### config.mk
export PLATFORM = sky130hd
export DESIGN_NAME = shift_add_multiplier
export DESIGN_NICKNAME = d
export VERILOG_FILES = /design/src/rtl/mult_pkg.sv /design/src/rtl/adder.sv /design/src/rtl/shift_add_multiplier.sv
export SDC_FILE = /design/constraint.sdc
export NUM_CORES = 1
export LEC_CHECK = 0
export ABC_AREA = 1
export BUFFER_PORTS_ARGS = -buffer_cell sky130_fd_sc_hd__clkbuf_2
export CAP_MARGIN = 20
export CORE_MARGIN = 2
export CORE_UTILIZATION = 50
export DETAILED_ROUTE_END_ITERATION = 8
export PLACE_DENSITY = 0.73
export RECOVER_POWER = 50
export SYNTH_ARGS = -nofsm -noshare
export SYNTH_HDL_FRONTEND = slang
export SYNTH_SLANG_ARGS = --single-unit
### constraint.sdc
create_clock -name clock -period 1.7 [get_ports clock]
set_input_delay 0.34 -clock clock [delete_from_list [all_inputs] [get_ports clock]]
set_output_delay 0.34 -clock clock [all_outputs]
set_load 0.005 [all_outputs]
### src/rtl/mult_pkg.sv
// mult_pkg: shared width, state encoding and product type for the shift-add multiplier
package mult_pkg;
  localparam int WIDTH = 4;
  typedef enum logic [1:0] {IDLE, CALC, DONE} state_t;
  typedef logic [2*WIDTH-1:0] product_t;
endpackage

### src/rtl/adder.sv
// adder: combinational 4-bit adder with carry out
module adder (
  input  logic [3:0] a,
  input  logic [3:0] m,
  output logic [3:0] sum,
  output logic       carry
);
  assign {carry, sum} = {1'b0, a} + {1'b0, m};
endmodule

### src/rtl/shift_add_multiplier.sv
// shift_add_multiplier: sequential unsigned multiplier, one add/shift step per cycle
module shift_add_multiplier
  import mult_pkg::*;
#(
  parameter int WIDTH = mult_pkg::WIDTH
) (
  input  logic               clock,
  input  logic               reset,
  input  logic               start,
  input  logic [WIDTH-1:0]   multiplicand,
  input  logic [WIDTH-1:0]   multiplier,
  output logic               busy,
  output logic               done,
  output logic [2*WIDTH-1:0] product
);
  localparam int ITERATIONS = WIDTH;
  localparam int CW = $clog2(ITERATIONS);
  if (WIDTH != 4) begin : g_width_check
    $error("shift_add_multiplier: WIDTH must equal the adder width (4)");
  end
  state_t state;
  logic [WIDTH-1:0] a_r, q, m, sum, a_add, a_nx, q_nx;
  logic c, carry, c_add;
  logic [CW-1:0] count;
  adder u_adder (.a(a_r), .m(m), .sum(sum), .carry(carry));
  // c is always 0 between steps, so the q[0]=0 path keeps {C,A} = {0,A}
  always_comb begin
    c_add = q[0] ? carry : c;
    a_add = q[0] ? sum : a_r;
    a_nx = {c_add, a_add[WIDTH-1:1]};
    q_nx = {a_add[0], q[WIDTH-1:1]};
  end
  always_ff @(posedge clock) begin
    if (reset) begin
      state <= IDLE;
      busy <= 1'b0;
      done <= 1'b0;
      product <= '0;
      a_r <= '0;
      c <= 1'b0;
      q <= '0;
      m <= '0;
      count <= '0;
    end else begin
      case (state)
        IDLE, DONE: begin
          done <= 1'b0;
          busy <= start;
          if (start) begin
            m <= multiplicand;
            q <= multiplier;
            a_r <= '0;
            c <= 1'b0;
            count <= '0;
            state <= CALC;
          end else begin
            state <= IDLE;
          end
        end
        CALC: begin
          a_r <= a_nx;
          q <= q_nx;
          c <= 1'b0;
          count <= count + 1'b1;
          if (count == CW'(ITERATIONS - 1)) begin
            product <= {a_nx, q_nx};
            busy <= 1'b0;
            done <= 1'b1;
            state <= DONE;
          end
        end
        default: state <= IDLE;
      endcase
    end
  end
endmodule
Word-level counts from Yosys, hierarchy flattened --
Cells that the tools add are included.
Cells by class: reduce and logical (&&, ||, !) cells 7, mux-type cells 17, equality and inequality tests 5, add/subtract/negate cells 2
Operator list (count):
- $pmux W4 S2 | 2
- $mux W4 | 3
- $pmux W2 S2 | 2
- $reduce_and A2 Y1 | 4
- $pmux W1 S2 | 3
- $add A4 B4 Y5 | 1
- $mux W1 | 5
- $eq A2 B2 Y1 const B | 2
- $mux W2 | 2
- $ne A2 B2 Y1 const B | 2
- $add A2 B1 Y2 const B | 1
- $eq A2 B1 Y1 const B | 1
- $logic_not A2 Y1 | 1
- $reduce_bool A2 Y1 | 1
- $reduce_or A2 Y1 | 1
Storage, ports and cells: output and inout bits 10, logic and storage cells 40, input port bits 11, register bits 27

Longest topological paths before layout --
Gate-level depths: netlist of the first run.
depth after elaboration 4, gate-level depth with buffers 9, depth with buffers taken out 9

Cells and area by module --
From an unflattened synthesis of the first run, not the netlist that was laid out.
Unflattened totals: cell total of the unflattened synthesis 182, area, all modules 1278.7 um^2
Modules (own cells, without submodules):
- shift_add_multiplier | times used 1, area an instance 1121.1 um^2, cells an instance 157, sequential area each 520.5 um^2
- adder | times used 1, area an instance 157.7 um^2, cells an instance 25, sequential area each 0.0 um^2

Least setup slack after synthesis of the first run --
OpenSTA, ideal clock, no wires.
kind reg2reg, start point register a_r[0], end point register a_r[1], required time 1.630 ns, arrival time 1.374 ns, cell stages (with the launch flop) 8, path buffers 0, period minus slack after synthesis 1.444 ns, library setup time 0.070 ns, setup slack 0.256 ns, path through dfxtp_1 > ha_1 > fa_1 > nand2_1 > inv_1 > o31ai_2 > nand2_1 > a21oi_1
On the way: word-level cells in the longest chain between the ends 3
RTL lines:
- from (decl) | RTL line shift_add_multiplier.sv:22 | logic [WIDTH-1:0] a_r, q, m, sum, a_add, a_nx, q_nx;
- from (signal assigned) | RTL line shift_add_multiplier.sv:61 | a_r <= a_nx;
- $add A4 B4 Y5 | RTL line adder.sv:8 | assign {carry, sum} = {1'b0, a} + {1'b0, m};
- $mux W4 | RTL line shift_add_multiplier.sv:29 | a_add = q[0] ? sum : a_r;
- $pmux W4 S2 | RTL line shift_add_multiplier.sv:45 | case (state)
No other way between the ends. A chain may end at the register's enable or synchronous reset.

Worst setup path after layout of the first run --
Ends and elaborated chain as after synthesis.

==> results.md, run 1 <==
- IO Pins: 21
- Syn Inst Count: 149
- Unrepaired setup endpoints after global routing: false
- Grt met3 use: 3.71%
- Max IR drop VDD: 0.504 mV
- Total track usage: 19.9%
- Layout fillers: 212
- Seq cells post-synth: 26
- Chip height: 52.3 um
- Vias per cell: 5.17
- WL/cell: 11.6 um
- GRT Max-Usage Layer: met2
- Met2 Usage GRT: 34.6%
- Hold endpoint: q[1]
- Die ar.: 2740 um2
- Largest net degree at the start of global routing: 18
- Worst skew pair latency: 0.32 ns
- RD Place Congestion: 0.888
- Worst setup path startpoint: a_r[0]
- Initial antenna violation count: 0
- Setup Viol. Count Final: 0
- WP data arrival: 1.83 ns
- Max_cap viols: 0
- Initial cell density of the core: 52.8%
- Synth top area share: 44.6%
- Via count: 1028
- Hold depth: 3
- Final Max Tran Viols: 0
- Most frequent cells in the layout: nand2_1 (34), dfxtp_1 (25), nor2_1 (17), clkbuf_2 (16)
- GR Util met1: 24.5%
- Min cycle time layout: 1.57 ns
- Combined buffer and inverter count along the critical path: 1
- Data required, critical path: 1.96 ns
- Fraction of layout instances using a drive strength above 1: 21.6%
- Synth cell types: 26
- FF-to-FF End: a_r[1]
- DPL Wire Length: 1.79 mm
- CP Class: reg -> reg
- Leading area contributor after synthesis: dfxtp_1
- CP startpoint kind: register
- H-tree Lvls: 1
- Synthesized cell area: 1170 um2
- Seq/Total Area, Yosys: 44.6%
- CP Capture Type: register
- Port Buffers: 20
- Post-route setup TNS: 0 ns
- Synth top area cells: dfxtp_1 (45%), nand2_1 (11%), ha_1 (5.4%)
- Core Area: 2210 um2
- Residual DRC count: 0
- Outcome: finished clean
- Chip width: 52.3 um
- Most common cell after layout, fill and taps aside: nand2_1
- Pleak: 0.611 nW
- Worst-path cell chain: ha_1 > fa_2 > nand2_2 > inv_1 > o31ai_2 > nand2_1 > a21oi_2
- R2r startpoint: a_r[0]
- Nets: 189
- Min-Delay Startpoint: multiplier[1]
- Highest clock rate: 637 MHz
- Crit path max-delay family: adder cells
- Post-Syn Nets: 166
- CP peak stage delay: 0.35 ns
- Row cnt: 17
- Synthesized area per cell: 7.83 um2
- Area grow syn2layout: 14.6%
- Max clock buf depth: 2
- Final hold violation count: 0
- Root buffer cell: clkbuf_4
- Slowest CP cell: dfxtp_2
- Yosys warning total: 0
- Vias in the first global route: 1007
- Fin crit share: 92.3%
- First-pass DRT Iterations: 4
- Design area: 1340 um2
- CTS tree: yes
- Slew headroom: 77.0%
- Worst Skew: 0.00980 ns
- First-pass GRT wire length: 4.10 mm
- Sink Count: 26
- DR iter-0 viols: 22
- Hold_buf cts: 0
- Worst min-delay path class: in -> reg
- Actual slew at the worst max-slew pin: 0.343 ns
- Worst R2R Path Depth: 7
- Crit-path max FO: 3
- Post-DP Area: 1280 um2
- # diodes: 0
- FF-to-FF setup slack: 0.13 ns
- Post-route ant nets: 0
- Pwr Density: 909 nW/um2
- Post-Route WL: 2.31 mm
- CTS Buf Count: 3
- Clock-pin slew on the worst setup and hold paths: 0.15 ns
- Grt ovf: 0
-- flip-flops by register name (all words and copies together) (netlist names) --
name / count
busy: 1
product: 8
state: 2
q: 4
m: 4
a_r: 4
count: 2
done: 1
-- cell usage after synthesis, drive strengths merged --
cell type / n
or2: 1
dfxtp: 26
inv: 17
o221ai: 2
a211oi: 1
a221oi: 1
buf: 3
o21ai: 11
nor3: 2
o31ai: 1
ha: 5
o21a: 2
a21oi: 11
nand3: 10
fa: 1
nand2: 36
nor2: 18
o21bai: 1
-- per-layer routing --
| layer | wire, um | share of wire [%] |
|---|---|---|
| met5 | 0 | 0 |
| met4 | 25 | 1.1 |
| met3 | 94 | 4.1 |
| met2 | 1140 | 49 |
| met1 | 1050 | 45 |
-- worst register-to-register path, delay by kind of cell, from the launching register on --
kind | cells | cell delay (ns)
buffers and inverters | 1 | 0.05
adders and majority gates | 2 | 0.57
DFF | 1 | 0.35
and+or+nand+nor | 2 | 0.17
AOI/OAI and AO/OA | 2 | 0.36
-- how the worst max path moves through the flow --
stage / to / slack [ns] / depth (start not counted)
6_report: a_r[1] / 0.13 / 7
3_5_place_dp: a_r[1] / 0.12 / 7
2_1_floorplan: a_r[1] / 0.26 / 7
5_1_grt: a_r[1] / 0.05 / 7
3_3_place_gp: a_r[1] / 0.21 / 7
4_1_cts: a_r[1] / 0.1 / 7
-- metrics by stage --
| step | power [W] | instances | hold slack [ns] | setup WS (ns) | util (%) |
|---|---|---|---|---|---|
| after floorplan | 0.000773 | 149 | 0.428 | 0.256 | - |
| after global placement | 0.000805 | 194 | 0.445 | 0.208 | 57.9 |
| after detailed placement | 0.000809 | 194 | 0.454 | 0.124 | 57.9 |
| after CTS | 0.00122 | 198 | 0.252 | 0.0987 | 60.3 |
| after global routing | 0.00127 | 199 | 0.254 | 0.0456 | 60.5 |
| final | 0.00122 | 199 | 0.250 | 0.130 | 60.5 |
-- power by group --
part	switching, W	leakage (nW)	internal, W
Clock	0.000181	0.0279	0.000238
Combinational	0.0000849	0.370	0.0000512
Sequential	0.0000236	0.213	0.000637
-- area by class of cell --
cell class	count	area (um2)	share of cell area, %
Sequential cell	26	522	39.0
Multi-Input combinational cell	103	561	41.9
Inverter	17	65.1	4.86
Clock buffer	3	22.5	1.68
Tap cell	28	35.0	2.62
Clock inverter	1	30.0	2.25
Timing Repair Buffer	21	103	7.67
-- kinds of logic (layout without fill, tap and decap cells) --
group                    count (synthesis)  after routing  synth area share, %
adder cells (fa/ha/maj)                  6              6                 7.07
buffers and inverters                   20             42                 7.50
AO/OA/AOI/OAI                           30             30                 15.9
AND/OR/NAND/NOR                         67             67                 25.0
flip-flops                              26             26                 44.6
-- what timing repair did --
action	CTS	global route
buffers inserted	0	1
hold endpoints to repair	0	0
gates resized for setup	0	4
setup endpoints to repair	0	1
Note: power is estimated with default switching activity, not from simulation.
==> run 2: changes to the inputs <==
--- a/config.mk
+++ b/config.mk
@@ -11,7 +11,7 @@
 export CORE_MARGIN = 2
 export CORE_UTILIZATION = 50
 export DETAILED_ROUTE_END_ITERATION = 8
-export PLACE_DENSITY = 0.73
+export PLACE_DENSITY_LB_ADDON = 0.2
 export RECOVER_POWER = 50
 export SYNTH_ARGS = -nofsm -noshare
 export SYNTH_HDL_FRONTEND = slang
==> run 2 against run 1 <==
  * Worst setup slack got worse by 0.027 ns
  * Routed wire length grew 6.4%
  * Cell area fell by 0.28%
  * Register-to-register slack lost 0.03 ns
  * Utilization shrank 0.17 points
  * Flip-flop and latch count unchanged
  * Worst hold slack lost 0.00053 ns
  * Maximum frequency down 1.7%
  * Clock power is 1% higher
  * Non-clock buffer count decreased by 1
  * Critical path type unchanged
  * Highest routed layer unchanged
==> results.md, run 2 (synthesized netlist as in run 1, its figures left out) <==
- Initial antenna violation count: 0 (unchanged)
- Crit-path max FO: 3 (unchanged)
- RD Place Congestion: 0.887 (-0.15%)
- Fin crit share: 93.9% (+1.6 points)
- Power Total: 0.00122 W (+0.51%)
- Vias in the first global route: 995 (-1.2%)
- Pint: 0.000926 W (about the same)
- Die ar.: 2740 um2 (unchanged)
- Setup Buffers After CTS: 0 (unchanged)
- CP Class: reg -> reg
- Crit path max-delay family: adder cells
- Post-Route WL: 2.45 mm (+6.4%)
- Post-route setup TNS: 0 ns (unchanged)
- Data required, critical path: 1.97 ns (about the same)
- Min cycle time layout: 1.60 ns (+0.0274 ns)
- DPL Wire Length: 1.88 mm (+4.9%)
- Core Area: 2210 um2 (unchanged)
- Hold_buf cts: 0 (unchanged)
- Slowest CP cell: dfxtp_2
- Crit path top cell by count: nand2_1
- Post_cts resized: 0 (unchanged)
- Worst Skew: 0.00700 ns (-0.00281 ns)
- Levels on crit path: 7 (unchanged)
- Actual slew at the worst max-slew pin: 0.459 ns (+0.116 ns)
- Sw power: 0.000296 W (+2.2%)
- Port Buffers: 20 (unchanged)
- Reg power frac: 54.1% (-0.2 points)
- WP data arrival: 1.87 ns (+0.04 ns)
- Nets: 188 (-0.53%)
- Area grow syn2layout: 14.3%
- Clk pwr share: 34.6% (about the same)
- Worst R2R Path Depth: 7 (unchanged)
- Max IR drop VDD: 0.536 mV (+6.3%)
- Most common cell after layout, fill and taps aside: nand2_1
- Worst skew pair latency: 0.32 ns (about the same)
- FF-to-FF setup slack: 0.10 ns (-0.03 ns)
- Max_cap viols: 0 (unchanged)
- Fraction of layout instances using a drive strength above 1: 20.0% (-1.6 points)
- Total track usage: 19.8% (-0.11 points)
- Initial cell density of the core: 52.8% (unchanged)
- First-pass GRT wire length: 4.08 mm (-0.34%)
- Hold depth: 3 (unchanged)
- CP Capture Type: register
- DR iter-0 viols: 23 (+4.5%)
- First-pass DRT Iterations: 4 (unchanged)
- Post-route ant nets: 0 (unchanged)
- CTS Buf Count: 3 (unchanged)
- Top reg by flops: product
- Row cnt: 17 (unchanged)
- Worst min-delay path class: in -> reg
- Chip width: 52.3 um (unchanged)
- Worst-path cell chain: ha_1 > fa_2 > nand2_1 > inv_1 > o31ai_4 > nand2_1 > a21oi_2
- # diodes: 0 (unchanged)
- H-tree Lvls: 1 (unchanged)
- Pleak: 0.606 nW (-0.85%)
- Highest clock rate: 626 MHz (-1.7%)
- Sink Count: 26 (unchanged)
- Logic pwr share: 11.4% (+0.2 points)
- Max clock buf depth: 2 (unchanged)
- Unrepaired setup endpoints after global routing: false
- Final Max Tran Viols: 0 (unchanged)
- Residual DRC count: 0 (unchanged)
- Chip height: 52.3 um (unchanged)
- Most frequent cells in the layout: nand2_1 (34), dfxtp_1 (25), nor2_1 (17), clkbuf_2 (15)
- Slew headroom: 69.3% (-7.8 points)
- Final hold slack: 0.250 ns (-0.000533 ns)
- WL/cell: 12.4 um (+6.9%)
- CP startpoint kind: register
- Largest net degree at the start of global routing: 18 (unchanged)
- Outcome: finished clean
- Setup Viol. Count Final: 0 (unchanged)
- IO Pins: 21 (unchanged)
- CP peak stage delay: 0.35 ns (about the same)
- Grt ovf: 0 (unchanged)
- Root buffer cell: clkbuf_4
- Max FFs per register: 8 (unchanged)
- Pwr Density: 916 nW/um2 (+0.79%)
- Combined buffer and inverter count along the critical path: 1 (unchanged)
- Final hold violation count: 0 (unchanged)
- CTS tree: yes
- Vias per cell: 5.26 (+1.9%)
- Via count: 1042 (+1.4%)
- Switching portion of total power: 24.2% (+0.41 points)
- Clock-pin slew on the worst setup and hold paths: 0.14 ns (about the same)
-- run 2: changes by cell type in the layout (fill, tap and decap cells not counted), sizes merged --
cell      delta
clkbuf       -1
clkinvlp     -1
clkinv       +1
-- run 2: routing by layer --
layer	GRT usage (%)	up-vias	part of all wire [%]
met4	8.55	0	1.6
li1	-	528	-
met3	3.14	8	5.8
met2	33.8	32	47
met5	0	-	0
met1	24.5	474	45
-- run 2: area by class of cell --
cell class	count	area (um2)
clock buffer	3	22.5
inverter	17	66.3
fill	230	878
tap	28	35.0
clock inverter	1	30.0
multi-input combinational	103	564
timing repair buffer	20	93.8
sequential	26	522
-- run 2: power by group through the flow --
| stage | registers, W | clock network [W] | logic (W) |
|---|---|---|---|
| after floorplan | 0.000668 | 0 | 0.000105 |
| after global placement | 0.000672 | 0 | 0.000134 |
| after detailed placement | 0.000674 | 0 | 0.000137 |
| after CTS | 0.000660 | 0.000431 | 0.000138 |
| after global routing | 0.000665 | 0.000452 | 0.000159 |
| final | 0.000661 | 0.000423 | 0.000139 |
-- run 2: final timing paths --
| check | endpoint | startpoint |
|---|---|---|
| worst min-delay path | q[1] | multiplier[1] |
| worst max-delay path | a_r[1] | a_r[0] |
| worst max register to register | a_r[1] | a_r[0] |
| worst min register to register | count[0] | count[0] |
-- run 2: worst min-delay path, cell delays in order --
cell      delay (ns)
clkbuf_2        0.08
nor3_1          0.04
nor2_1          0.08
-- run 2: stage by stage --
stage	cells	utilization, %	worst slack, ns	cell area [um2]
2_1_floorplan	149	-	0.256	1170
3_3_place_gp	194	57.9	0.208	1280
3_5_place_dp	194	57.9	0.125	1280
4_1_cts	198	60.3	0.0986	1330
5_1_grt	198	60.3	0.0134	1330
6_report	198	60.3	0.103	1330
